### src/rtl/btb_lru.sv
// btb_lru: fully associative branch target buffer with true-LRU replacement.
// Optional feature macro: BTB_COUNTER_EN enables 2-bit saturating direction counters;
// without it, predict_taken follows hit and a not-taken update invalidates its entry.
module btb_lru #(
    parameter int ENTRIES = 4,
    parameter int W_PC    = 8,
    parameter int W_BTA   = 32
) (
    input  logic             clk,
    input  logic             reset,
    input  logic             flush,
    input  logic [W_PC-1:0]  pc,
    output logic             hit,
    output logic [W_BTA-1:0] bta,
    output logic             predict_taken,
    input  logic             upd_valid,
    input  logic [W_PC-1:0]  upd_pc,
    input  logic [W_BTA-1:0] upd_target,
    input  logic             upd_taken
);
    localparam int AW = $clog2(ENTRIES);
    localparam logic [AW-1:0] AGE_MAX = AW'(ENTRIES - 1);

    logic             valid_q  [ENTRIES];
    logic             valid_d  [ENTRIES];
    logic [W_PC-1:0]  tag_q    [ENTRIES];
    logic [W_PC-1:0]  tag_d    [ENTRIES];
    logic [W_BTA-1:0] target_q [ENTRIES];
    logic [W_BTA-1:0] target_d [ENTRIES];
    logic [AW-1:0]    age_q    [ENTRIES];
    logic [AW-1:0]    age_d    [ENTRIES];
`ifdef BTB_COUNTER_EN
    logic [1:0]       ctr_q    [ENTRIES];
    logic [1:0]       ctr_d    [ENTRIES];
`endif

    logic          upd_hit;
    logic [AW-1:0] upd_idx;
    logic          inv_found;
    logic [AW-1:0] inv_idx;
    logic [AW-1:0] lru_idx;
    logic [AW-1:0] vic_idx;
    logic          touch;
    logic [AW-1:0] touch_idx;

    // Fetch lookup: purely combinational, tags are unique so at most one entry matches
    always_comb begin
        hit           = 1'b0;
        bta           = '0;
        predict_taken = 1'b0;
        for (int i = 0; i < ENTRIES; i++) begin
            if (valid_q[i] && tag_q[i] == pc) begin
                hit = 1'b1;
                bta = target_q[i];
`ifdef BTB_COUNTER_EN
                predict_taken = ctr_q[i][1];
`else
                predict_taken = 1'b1;
`endif
            end
        end
    end

    // Update-port match and victim choice: lowest invalid entry first, else the LRU entry
    always_comb begin
        upd_hit   = 1'b0;
        upd_idx   = '0;
        inv_found = 1'b0;
        inv_idx   = '0;
        lru_idx   = '0;
        for (int i = 0; i < ENTRIES; i++) begin
            if (valid_q[i] && tag_q[i] == upd_pc) begin
                upd_hit = 1'b1;
                upd_idx = AW'(i);
            end
            if (age_q[i] == AGE_MAX) lru_idx = AW'(i);
        end
        for (int i = ENTRIES - 1; i >= 0; i--) begin
            if (!valid_q[i]) begin
                inv_found = 1'b1;
                inv_idx   = AW'(i);
            end
        end
        vic_idx = inv_found ? inv_idx : lru_idx;
    end

    // Next state: flush beats update; hit refreshes, taken miss allocates, touch reorders ages
    always_comb begin
        valid_d   = valid_q;
        tag_d     = tag_q;
        target_d  = target_q;
        age_d     = age_q;
`ifdef BTB_COUNTER_EN
        ctr_d     = ctr_q;
`endif
        touch     = 1'b0;
        touch_idx = '0;
        if (flush) begin
            for (int i = 0; i < ENTRIES; i++) valid_d[i] = 1'b0;
        end else if (upd_valid) begin
            if (upd_hit) begin
`ifdef BTB_COUNTER_EN
                ctr_d[upd_idx] = upd_taken
                    ? ((ctr_q[upd_idx] == 2'b11) ? 2'b11 : ctr_q[upd_idx] + 2'b01)
                    : ((ctr_q[upd_idx] == 2'b00) ? 2'b00 : ctr_q[upd_idx] - 2'b01);
                if (upd_taken) target_d[upd_idx] = upd_target;
                touch     = 1'b1;
                touch_idx = upd_idx;
`else
                if (upd_taken) begin
                    target_d[upd_idx] = upd_target;
                    touch             = 1'b1;
                    touch_idx         = upd_idx;
                end else begin
                    valid_d[upd_idx] = 1'b0;
                end
`endif
            end else if (upd_taken) begin
                valid_d[vic_idx]  = 1'b1;
                tag_d[vic_idx]    = upd_pc;
                target_d[vic_idx] = upd_target;
`ifdef BTB_COUNTER_EN
                ctr_d[vic_idx]    = 2'b10;
`endif
                touch     = 1'b1;
                touch_idx = vic_idx;
            end
        end
        if (touch) begin
            for (int j = 0; j < ENTRIES; j++) begin
                if (age_q[j] < age_q[touch_idx]) age_d[j] = age_q[j] + AW'(1);
            end
            age_d[touch_idx] = '0;
        end
    end

    // State registers; ages reset to the index order so they start as a permutation
    always_ff @(posedge clk or negedge reset) begin
        if (!reset) begin
            for (int i = 0; i < ENTRIES; i++) begin
                valid_q[i]  <= 1'b0;
                tag_q[i]    <= '0;
                target_q[i] <= '0;
                age_q[i]    <= AW'(i);
`ifdef BTB_COUNTER_EN
                ctr_q[i]    <= 2'b00;
`endif
            end
        end else begin
            valid_q  <= valid_d;
            tag_q    <= tag_d;
            target_q <= target_d;
            age_q    <= age_d;
`ifdef BTB_COUNTER_EN
            ctr_q    <= ctr_d;
`endif
        end
    end
endmodule

### config.mk
export PLATFORM = sky130hd
export DESIGN_NAME = btb_lru
export DESIGN_NICKNAME = d
export VERILOG_FILES = /design/src/rtl/btb_lru.sv
export SDC_FILE = /design/constraint.sdc
export NUM_CORES = 1
export LEC_CHECK = 0
export BUFFER_PORTS_ARGS = -buffer_cell sky130_fd_sc_hd__buf_2
export CAP_MARGIN = 25
export CORE_UTILIZATION = 54
export DETAILED_ROUTE_END_ITERATION = 7
export GPL_TIMING_DRIVEN = 0
export HOLD_SLACK_MARGIN = 0.06
export PLACE_DENSITY_LB_ADDON = 0.05
export RECOVER_POWER = 100
export SLEW_MARGIN = 10
export SYNTH_ARGS = -nofsm -noshare
export SYNTH_HDL_FRONTEND = slang
export SYNTH_SLANG_ARGS = --single-unit
### constraint.sdc
create_clock -name clk -period 3.35 [get_ports clk]
set_clock_uncertainty 0.1 [all_clocks]
set_input_delay 0.1675 -clock clk [delete_from_list [all_inputs] [get_ports clk]]
set_output_delay 0.1675 -clock clk [all_outputs]
set_load 0.03 [all_outputs]
==> results.md <==
* Status: finished with violations
* Failing checks: capacitance limit, slew limit, setup timing
* Pin count of the biggest net entering global routing at 93
* Routed wire length per instance at 18.9 um
* Top sig layer: met4
* Pre-CTS WS at -435 ps
* Critical Path End Type: primary output
* CTS tree: built
* Clock Power Share at 34.8%
* Clock sinks at 172
* Critical Path End: bta[31]
* Reg2reg end: age_q[7]$_DFFE_PN0P_
* Worst hold slack at 127 ps
* Synthesis-stage register bit count at 172
* Post-DR vias/cell at 5.67
* Clock Latency Late Sink at 420 ps
* Worst VDD drop at 0.000359 V
* Crit path buf inv count at 3
* Routed WL at 21.9 mm
* DRT met1 WL at 9.63 mm
* Combinational share of power at 16.0%
* I/O Buffers at 71
* Num CTS Buffers at 17
* Synth async-reset ratio at 100%
* Worst-path clk slew at 70 ps
* Vias at 6591
* Sequential area share after synthesis at 49.0%
* Delay-heaviest family, CP: simple AND/OR/NAND/NOR gates
* Post-DP HPWL at 14.6 mm
* Placeable Area at 15900 um^2
* Tmin final at 3380 ps
* Worst Path Required at 3080 ps
* Commonest cells post-synth: dfrtp_1 (168), mux2_2 (161), nand2_1 (75), a21oi_1 (73), nand3_1 (44)
* CTS Buffer Depth at 2
* Total Neg Setup Slack at -73.3 ps
* CP Depth at 9
* Area growth syn-to-layout at 22.6%
* Total track usage at 27.6%
* Worst hold start: upd_valid
* Post-synth EDFFs at 0
* Worst R2R Start: tag_q[17]$_DFFE_PN0P_
* Starting density of the core at 55.4%
* Congestion Overflow GR at 0
* NetSw at 1450 uW
* YS warnings at 0
* Number of global-route vias before repair at 6879
* Metal2 WL at 11.1 mm
* Core Rows at 46
* Slew margin rel. at -36.3%
* Die Width at 130 um
* Most frequently used cell type in the post-synthesis netlist: dfrtp_1
* Mapped Avg Cell Area at 11.2 um^2
* DRT iter0 DRCs at 346
* Post-synth top area share at 47.8%
* Detail Route Antenna Nets at 0
* Internal power at 3920 uW
* DRC viols at 0
* Lkg Pwr at 0.00484 uW
* Worst Reg2Reg Path Length in Cells at 14
* Initial antenna violation count at 0
* Sw frac at 27.0%
* Max Cap Viol at 1
* Share of post-route cells with drive strength above 1 at 38.2%
* Syn Nets at 846
* Nets@finish at 993
* Critical Path, Cell by Cell: xor2_1 -> nor4_1 -> nand3_1 -> nor4_4 -> buf_2 -> buf_2 -> nand2_1 -> o21ai_0 -> buf_2
* CTS root buf: clkbuf_16
* Die height at 130 um
* Area leader, netlist: dfrtp_1
* Final worst setup slack at -26.1 ps
* F_max at 0.296 GHz
* Post-synth top flop: dfrtp_1
* Sequential fraction of design power at 49.2%
* First-pass GRT wire length at 35.3 mm
* Gpl congestion at 0.925
* Worst Hold Class: input pin to register
* Finished Layout Cells at 1162
* Tcrit/Tclk final at 101%
* Post-Synthesis Cells at 786
* Post-synthesis cell type count at 53
* Slew Viols, Final at 82
* Worst setup path start: tag_q[2]$_DFFE_PN0P_
* Diode count at 0
* Worst-Margin Slew at 2040 ps
* Die Area at 16800 um^2
* Drt pass-1 iters at 5
* Number of fill cells at 1248
* R2R setup slack at 70 ps
* # IOs at 87
* # setup viols final at 4
* H-tree Lvls at 4
* CP max stage delay at 510 ps
* Pwr dens at 498 nW/um^2
* RSZ-0062 raised after global routing: true
* Crit-path most repeated cell: buf_2
* Crit-path max FO at 10
* Final count of hold timing violations at 0
* Met3 WL at 798 um
* Cell Area, Synth at 8800 um^2
* WP data arrival at 3110 ps
* CP max-delay cell: nor4_1
* DP Area at 9470 um^2
* Kind of critical path: register to primary output
* Placed cell count at 1075
* Post-route cell area at 10800 um^2
* Largest cells by area after synthesis: dfrtp_1 (48%), mux2_2 (21%), a21oi_1 (4.2%)
* Startpoint types: register
## per-stage QoR
stage	total power, uW	util (%)
CTS	5350	66.3
detailed placement	3430	59.6
floorplan	3180	-
global placement	3360	59.3
global route	5600	67.9
finish	5370	67.9
## worst reg2reg max path: stages (launching register included)
cell      delay [ps]
dfrtp_1          420
xor2_1           170
nor4_2           350
nand4_1          260
buf_4            220
o311ai_4          70
nand2_2          140
mux2_4           340
o21ai_4          160
buf_12           140
ha_4             200
nand2b_4         140
o21ai_2          130
nand2_1           80
a32o_1           250
## cell families (layout without fill, tap and decap cells)
kind of cell / after synthesis / in the layout / synth area share (%)
muxes: 164 / 164 / 21.2
adders and majority gates: 7 / 7 / 0.996
and+or+nand+nor: 179 / 179 / 10.0
DFF: 172 / 172 / 49.0
buffers and inverters: 65 / 225 / 3.71
AOI/OAI and AO/OA: 135 / 135 / 8.75
xor gates and xnor gates: 64 / 64 / 6.37
## layer usage
layer / GRT usage [%] / up-vias
met1: 34.7 / 3331
met2: 48.5 / 150
li1: - / 3079
met5: 0 / -
met3: 5.04 / 31
met4: 8.14 / 0
## worst min path at each step
stage / cells past startpoint / slack [ps] / to
global placement: 2 / 310 / valid_q[0]$_DFFE_PN0P_
finish: 4 / 130 / valid_q[2]$_DFFE_PN0P_
global route: 4 / 150 / valid_q[2]$_DFFE_PN0P_
CTS: 4 / 120 / valid_q[2]$_DFFE_PN0P_
detailed placement: 1 / 100 / tag_q[19]$_DFFE_PN0P_
floorplan: 0 / -230 / age_q[2]$_DFFE_PN0P_
## flip-flops by register name, summed over array words and instances (netlist names)
name and cells:
target_q 128, valid_q 4, age_q 8, tag_q 32
## repair_timing
item | in CTS | in global routing
endpoints found under the setup margin | 44 | 21
setup buffers | 2 | 11
endpoints found under the hold margin | 244 | 0
resized for setup | 23 | 43
hold buffers | 42 | 0
pin swaps | 1 | 18
## cell type report
cell class | count | area (um^2) | area share [%]
multi-input combinational | 549 | 4360 | 40.5
sequential | 172 | 4310 | 40.0
timing repair buffer | 128 | 930 | 8.62
clock buffer | 22 | 474 | 4.40
buffer | 58 | 330 | 3.06
tap | 216 | 270 | 2.51
clock inverter | 10 | 81.3 | 0.754
inverter | 7 | 26.3 | 0.244
## power by group through the flow
stage               sequential, uW  clock [uW]  combinational (uW)
floorplan                     2610           0                 568
global placement              2650           0                 717
detailed placement            2670           0                 757
CTS                           2640        1900                 816
global route                  2680        1990                 934
finish                        2640        1870                 858
## placed cells by master (no fill, tap or decap), types with 3 or more instances in the layout
| cell | count |
|---|---|
| nand3_1 | 44 |
| nor3_2 | 3 |
| clkinv_4 | 3 |
| dfstp_2 | 4 |
| or4_1 | 3 |
| nand4_1 | 7 |
| inv_6 | 4 |
| o21ai_0 | 34 |
| clkbuf_8 | 3 |
| o31ai_1 | 3 |
| dlygate4sd3_1 | 41 |
| clkbuf_1 | 15 |
| clkbuf_16 | 17 |
| and3_1 | 3 |
| xor2_1 | 24 |
| mux2_2 | 160 |
| a21oi_1 | 73 |
| nand2_1 | 75 |
| inv_1 | 6 |
| buf_2 | 91 |
| nor4_4 | 3 |
| buf_6 | 10 |
| ha_4 | 5 |
| nand2b_1 | 3 |
| nor3_1 | 6 |
| dfrtp_1 | 168 |
| clkbuf_4 | 3 |
| nor2_1 | 12 |
| buf_4 | 11 |
| xnor2_1 | 40 |
| clkbuf_2 | 13 |
| or3_1 | 3 |
Note: power is estimated with default switching activity, not from simulation.
